`src/rtl/pc_gen_pkg.sv`:
```
// rtl/pc_gen_pkg.sv - shared pc_gen state encodings and fetch address width
package pc_gen_pkg;

    // PC generator state encodings, also exported on pc_state for debug
    localparam logic [1:0] PCS_BOOT  = 2'd0;
    localparam logic [1:0] PCS_RUN   = 2'd1;
    localparam logic [1:0] PCS_STALL = 2'd2;
    localparam logic [1:0] PCS_HALT  = 2'd3;

    // Default fetch address width, matches the instruction memory address bus
    localparam int PC_W_DEF = 8;

    // Jump wins over branch when both redirect in the same cycle
    function automatic logic [31:0] pick_target(input logic jmp, input logic [31:0] jt,
                                                input logic [31:0] bt);
        return jmp ? jt : bt;
    endfunction

endpackage

```
`src/rtl/pc_redirect_cnt.sv`:
```
// rtl/pc_redirect_cnt.sv - saturating count of accepted redirects
module pc_redirect_cnt #(
    parameter int CNT_W = 16
) (
    input  logic             clk,
    input  logic             rst_n,
    input  logic             inc,
    output logic [CNT_W-1:0] cnt
);

    // Count up on each accepted redirect, stick at all-ones, clear only on reset
    always_ff @(posedge clk or negedge rst_n) begin
        if (!rst_n) begin
            cnt <= '0;
        end else if (inc && (cnt != {CNT_W{1'b1}})) begin
            cnt <= cnt + CNT_W'(1);
        end
    end

endmodule

```
`src/rtl/pc_gen.sv`:
```
// rtl/pc_gen.sv - next-fetch PC generator; PC_REDIRECT_CNT_EN enables the redirect counter
module pc_gen
    import pc_gen_pkg::*;
#(
    parameter int              PC_W     = PC_W_DEF,
    parameter logic [PC_W-1:0] RESET_PC = '0,
    parameter int              CNT_W    = 16
) (
    input  logic             clk,
    input  logic             rst_n,
    input  logic             stall,
    input  logic             br_taken,
    input  logic [PC_W-1:0]  br_target,
    input  logic             jmp_valid,
    input  logic [PC_W-1:0]  jmp_target,
    input  logic             halt_req,
    input  logic             resume,
    output logic [PC_W-1:0]  npc,
    output logic             npc_valid,
    output logic             flush,
    output logic [1:0]       pc_state,
    output logic [CNT_W-1:0] redir_cnt
);

    logic            redir;
    logic [PC_W-1:0] redir_target;
    logic            accept;
    logic [1:0]      state_nxt;
    logic [PC_W-1:0] npc_nxt;
    logic            valid_nxt;
    logic [31:0]     target_wide;

    assign redir       = br_taken | jmp_valid;
    assign target_wide = pick_target(jmp_valid, 32'(jmp_target), 32'(br_target));
    assign redir_target = target_wide[PC_W-1:0];

    // Next-state / next-PC selection: redirect > halt/stall hold > increment
    always_comb begin
        state_nxt = pc_state;
        npc_nxt   = npc;
        valid_nxt = npc_valid;
        accept    = 1'b0;
        case (pc_state)
            PCS_BOOT: begin
                state_nxt = PCS_RUN;
                npc_nxt   = RESET_PC;
                valid_nxt = 1'b1;
            end
            PCS_RUN, PCS_STALL: begin
                accept = redir;
                if (redir) begin
                    npc_nxt = redir_target;
                end else if (halt_req || stall) begin
                    npc_nxt = npc;
                end else begin
                    npc_nxt = npc + PC_W'(1);
                end
                if (halt_req) begin
                    state_nxt = PCS_HALT;
                    valid_nxt = 1'b0;
                end else if (stall && !redir) begin
                    state_nxt = PCS_STALL;
                    valid_nxt = 1'b1;
                end else begin
                    state_nxt = PCS_RUN;
                    valid_nxt = 1'b1;
                end
            end
            PCS_HALT: begin
                accept = redir;
                if (redir) begin
                    npc_nxt = redir_target;
                end
                // Resume refetches the frozen or redirected address without incrementing
                if (resume) begin
                    state_nxt = PCS_RUN;
                    valid_nxt = 1'b1;
                end else begin
                    valid_nxt = 1'b0;
                end
            end
            default: begin
                state_nxt = PCS_BOOT;
                npc_nxt   = RESET_PC;
                valid_nxt = 1'b0;
            end
        endcase
    end

    // State, address, valid and flush registers; reset aborts to BOOT at once
    always_ff @(posedge clk or negedge rst_n) begin
        if (!rst_n) begin
            pc_state  <= PCS_BOOT;
            npc       <= RESET_PC;
            npc_valid <= 1'b0;
            flush     <= 1'b0;
        end else begin
            pc_state  <= state_nxt;
            npc       <= npc_nxt;
            npc_valid <= valid_nxt;
            flush     <= accept;
        end
    end

`ifdef PC_REDIRECT_CNT_EN
    pc_redirect_cnt #(
        .CNT_W (CNT_W)
    ) u_redirect_cnt (
        .clk   (clk),
        .rst_n (rst_n),
        .inc   (accept),
        .cnt   (redir_cnt)
    );
`else
    assign redir_cnt = '0;
`endif

endmodule

```
`config.mk`:
```
export PLATFORM = sky130hd
export DESIGN_NAME = pc_gen
export DESIGN_NICKNAME = d
export VERILOG_FILES = /design/src/rtl/pc_gen_pkg.sv /design/src/rtl/pc_redirect_cnt.sv /design/src/rtl/pc_gen.sv
export SDC_FILE = /design/constraint.sdc
export NUM_CORES = 1
export LEC_CHECK = 0
export BUFFER_PORTS_ARGS = -buffer_cell sky130_fd_sc_hd__buf_2
export CAP_MARGIN = 20
export CORE_MARGIN = 1.5
export CORE_UTILIZATION = 45
export CTS_CLUSTER_SIZE = 25
export DETAILED_ROUTE_END_ITERATION = 10
export HOLD_SLACK_MARGIN = 0.1
export PLACE_DENSITY = 0.9
export SYNTH_ARGS = -nofsm -noshare
export SYNTH_HDL_FRONTEND = slang
export SYNTH_SLANG_ARGS = --single-unit
```
`constraint.sdc`:
```
create_clock -name clk -period 2.58 [get_ports clk]
set_input_delay 0.258 -clock clk [delete_from_list [all_inputs] [get_ports clk]]
set_output_delay 0.258 -clock clk [all_outputs]
set_load 0.1 [all_outputs]
```
Word-level counts from Yosys, hierarchy flattened
Cells that the tools add are included.
{"block": "classes", "n_eq_ne": 6, "addsub": 1, "n_bitwise": 1, "muxes": 13, "reduce_logical": 7}
{"cell": "2-to-1 mux 8 bit", "count": 4}
{"cell": "one-hot mux 8 bit (3 select lines)", "count": 1}
{"cell": "adder 8 x 1 -> 8 bit (second input constant)", "count": 1}
{"cell": "2-to-1 mux 2 bit", "count": 3}
{"cell": "one-hot mux 2 bit (3 select lines)", "count": 1}
{"cell": "equality test 2 bit (second input constant)", "count": 2}
{"cell": "!= test 2 bit (second input constant)", "count": 2}
{"cell": "2-to-1 mux 1 bit", "count": 3}
{"cell": "!= test 3 bit (second input constant)", "count": 1}
{"cell": "one-hot mux 1 bit (3 select lines)", "count": 1}
{"cell": "OR reduction 3 bit", "count": 1}
{"cell": "equality test 2 x 1 -> 1 bit (second input constant)", "count": 1}
{"cell": "zero test 2 bit", "count": 1}
{"cell": "AND reduction 2 bit", "count": 1}
{"cell": "OR reduction 2 bit", "count": 1}
{"cell": "logical AND 1 bit", "count": 1}
{"cell": "zero test 1 bit", "count": 1}
{"cell": "logical OR 1 bit", "count": 1}
{"cell": "bitwise OR 1 bit", "count": 1}
{"block": "word_totals", "register_bits": 12, "input_bits": 23, "wordCells": 32, "output_inout_bits": 28}

Depth between registers and ports, before layout
{"block": "logic_depth", "ltp_word": 6, "ltp_mapped": 7}

Worst setup path before layout
OpenSTA, ideal clock, no wires.
{"block": "synth_path", "path_kind": "reg2reg", "startpoint": "reg pc_state[0]", "endpoint": "reg npc[3]", "required_ns": 2.511, "path_stages_with_launch": 8, "setup_ns": 0.069, "arrival_ns": 2.428, "setup_slack_ns": 0.083, "period_less_slack_ns": 2.497, "cell_sequence": "dfrtp_1 > inv_1 > ha_1 > or3b_1 > buf_2 > or2_4 > o21ai_1 > a22o_1"}
{"block": "synth_between", "elab_chain_cells": 4, "word_cells_on_any_way": 9}
{"item": "start: declaration", "line": "pc_gen.sv:21", "source": "output logic [1:0] pc_state,"}
{"item": "start signal: assignment", "line": "pc_gen.sv:98", "source": "pc_state <= state_nxt;"}
{"item": "equality test 2 x 1 -> 1 bit / equality test 2 bit (equally long branches)", "line": "pc_gen.sv:43", "source": "case (pc_state)"}
{"item": "OR reduction 2 bit", "line": "pc_gen.sv:43"}
{"item": "!= test 3 bit (no line)"}
{"item": "AND reduction 2 bit (no line)"}
{"item": "end signal: assignment", "line": "pc_gen.sv:99", "source": "npc <= npc_nxt;"}
{"item": "end: declaration", "line": "pc_gen.sv:18", "source": "output logic [PC_W-1:0] npc,"}
Several ways; a longest one is shown, not always the timed one.
A chain may end at the register's enable or synchronous reset.

Final worst setup path
{"block": "layout_path", "startpoint": "reg pc_state[1]", "endpoint": "reg npc[6]"}
The elaborated chain is that of the path after synthesis.

==> run summary <==
outcome: complete, no violations
CTS Buf Count: 3
CTS tree: built
Worst Path Required: 2.79 ns
Worst-Skew Late Latency: 0.28 ns
Setup crit start kind: flop
GP Congestion: 0.847
Ys Warns: 0
I/O Buffers: 34
Final setup viols: 0
Worst-path clk slew: 0.07 ns
flop and latch count out of synthesis: 12
clk_skew: 0.00619 ns
Period minus WS final: 2.00 ns
actual slew at the worst max-slew pin: 0.599 ns
layout net count: 166
share of Yosys cell area claimed by the top area cell type: 32.9%
fmax: 0.501 GHz
die span in x: 48.1 um
GRT Residual Overflow: 0
Setup TNS: 0 ns
final std cells w/o fill: 165
Slew headroom: 60.1%
Root Driver: clkbuf_4
via/cell ratio: 5.59
DRC: 0
CP max-delay cell: or3b_1
Final Max Slew Viols: 0
GRT Overall Usage: 20.7%
critical-path cell list: inv_1 > ha_1 > or3b_1 > or2_4 > o21ai_1 > a22o_1
largest area contributor in the netlist: dfrtp_1
Post-DRT Antenna Nets: 0
Pre-Repair DR Iteration Count: 4
synth top area cells: dfrtp_1, buf_4, mux2i_1
dpl hpwl: 1.74 mm
Final period util: 77.4%
CP top delay family: simple AND/OR/NAND/NOR gates
Final Routed Wirelength: 2.26 mm
diode count: 0
sequential area share after synthesis: 32.9%
Ports: 51
unrepaired setup endpoints after global routing: no
pin count of the biggest net entering global routing: 13
initial antenna violation count: 0
placed cell count: 161
max-cap violation count: 0
vias in the first global route: 812
synthesized area: 913 um2
worst hold path class: in2reg
row cnt: 16
Syn-to-layout area delta: 17.8%
Clock Tree Buf Depth: 2
core area: 1940 um2
CP max stage delay: 0.48 ns
final hold viol count: 0
H-tree levels: 1
Avg Cell Area, Syn: 8.87 um2
Mapped Cells: 103
worst path arrival time: 2.21 ns
layout cells sized above 1: 28.3%
vias: 923
WP buf/inv: 1
first-pass GRT wire length: 3.28 mm
Wirelength per Cell: 13.7 um
initial drt markers: 33
Distinct cells, synth: 30
Worst setup EP type: flop
die area: 2310 um2
Critical Path Fanout Max: 8
Die H: 48.1 um
Initial Util: 47.0%
critical path class: reg2reg
CTS Sinks: 12
[layout make-up]
cell class	count	area [um2]
timing repair buffer	35	180
clock buffer	3	22.5
inverter	6	22.5
sequential	12	300
fill	187	866
tap	27	33.8
multi-input combinational	82	517
[synthesized netlist by cell type (all sizes together)]
cell / count
buf: 18
dfrtp: 12
nor2: 8
o21ai: 8
a22o: 7
mux2i: 7
inv: 6
a21oi: 4
and3: 4
ha: 3
nand3: 3
o22ai: 3
o2bb2ai: 3
nor3: 2
o32ai: 2
or2: 2
a21o: 1
a31oi: 1
a32oi: 1
conb: 1
nand2: 1
nand4: 1
nor2b: 1
o31ai: 1
o41ai: 1
or3: 1
or3b: 1
[layout by cell type (no fill, tap or decap), types with 2 or more instances in the layout]
cell type  instances
nor2_1             8
o22ai_1            3
buf_2             34
o21ai_0            3
clkbuf_4           3
inv_1              6
o2bb2ai_1          3
o21ai_1            5
dfrtp_1           12
ha_1               3
nor3_1             2
mux2i_1            7
a22o_1             7
and3_1             4
nand3_1            3
a21oi_1            4
conb_1            16
o32ai_1            2
[timing repair]
action                    CTS  global route
hold buffers                1             0
buffers inserted            0             0
gates resized for setup     0             0
hold endpoints to repair   12             0
[cells by family after synthesis]
family / count (synthesis) / share of synthesized area, %
flip-flops: 12 / 32.9
other: 1 / 0.411
multiplexers: 7 / 7.67
buffers and inverters: 24 / 16.7
adder cells (fa/ha/maj): 3 / 4.11
AO/OA/AOI/OAI: 32 / 24.4
AND/OR/NAND/NOR: 24 / 13.8
[metrics by stage]
step                      hold WS, ns  util [%]  setup WS [ns]  instance area (um2)
final                           0.217      55.4          0.584                 1080
after global placement          0.146      53.7          0.718                 1040
after CTS                       0.215      55.4          0.593                 1080
after global routing            0.235      55.4          0.462                 1080
after detailed placement        0.154      53.7          0.618                 1040
after floorplan               -0.0376         -         0.0826                  970
[layer usage]
| layer | vias to the layer above | track usage (%) | share of wire, % |
|---|---|---|---|
| met5 | - | 0 | 0 |
| met4 | 0 | 14.1 | 2.0 |
| met3 | 6 | 2.64 | 9.2 |
| met2 | 63 | 34.9 | 50 |
| met1 | 436 | 24.3 | 38 |
| li1 | 418 | - | - |
[worst reg2reg max path, cell delays in order (launching register included)]
cell     delay [ns]
dfrtp_1        0.39
inv_1          0.06
ha_1           0.40
or3b_1         0.48
or2_4          0.29
o21ai_1        0.16
a22o_1         0.16
[final timing paths]
path,start,cells past startpoint,slack [ns],end
hold / removal,halt_req,2,0.22,npc_valid
hold reg to reg,npc[7],1,0.53,npc[7]
min in group asynchronous,rst_n,2,0.39,npc[4]
setup reg to reg,pc_state[1],6,0.58,npc[6]
max in group asynchronous,rst_n,2,1.96,npc_valid
setup / recovery,pc_state[1],6,0.58,npc[6]
[sequential cells by signal, indices dropped and copies added (netlist names)]
signal / flops
npc_valid: 1
npc: 8
pc_state: 2
flush: 1
Power is not shown: default switching activity piles up to over one toggle a cycle in this logic, so the estimate is an artifact.
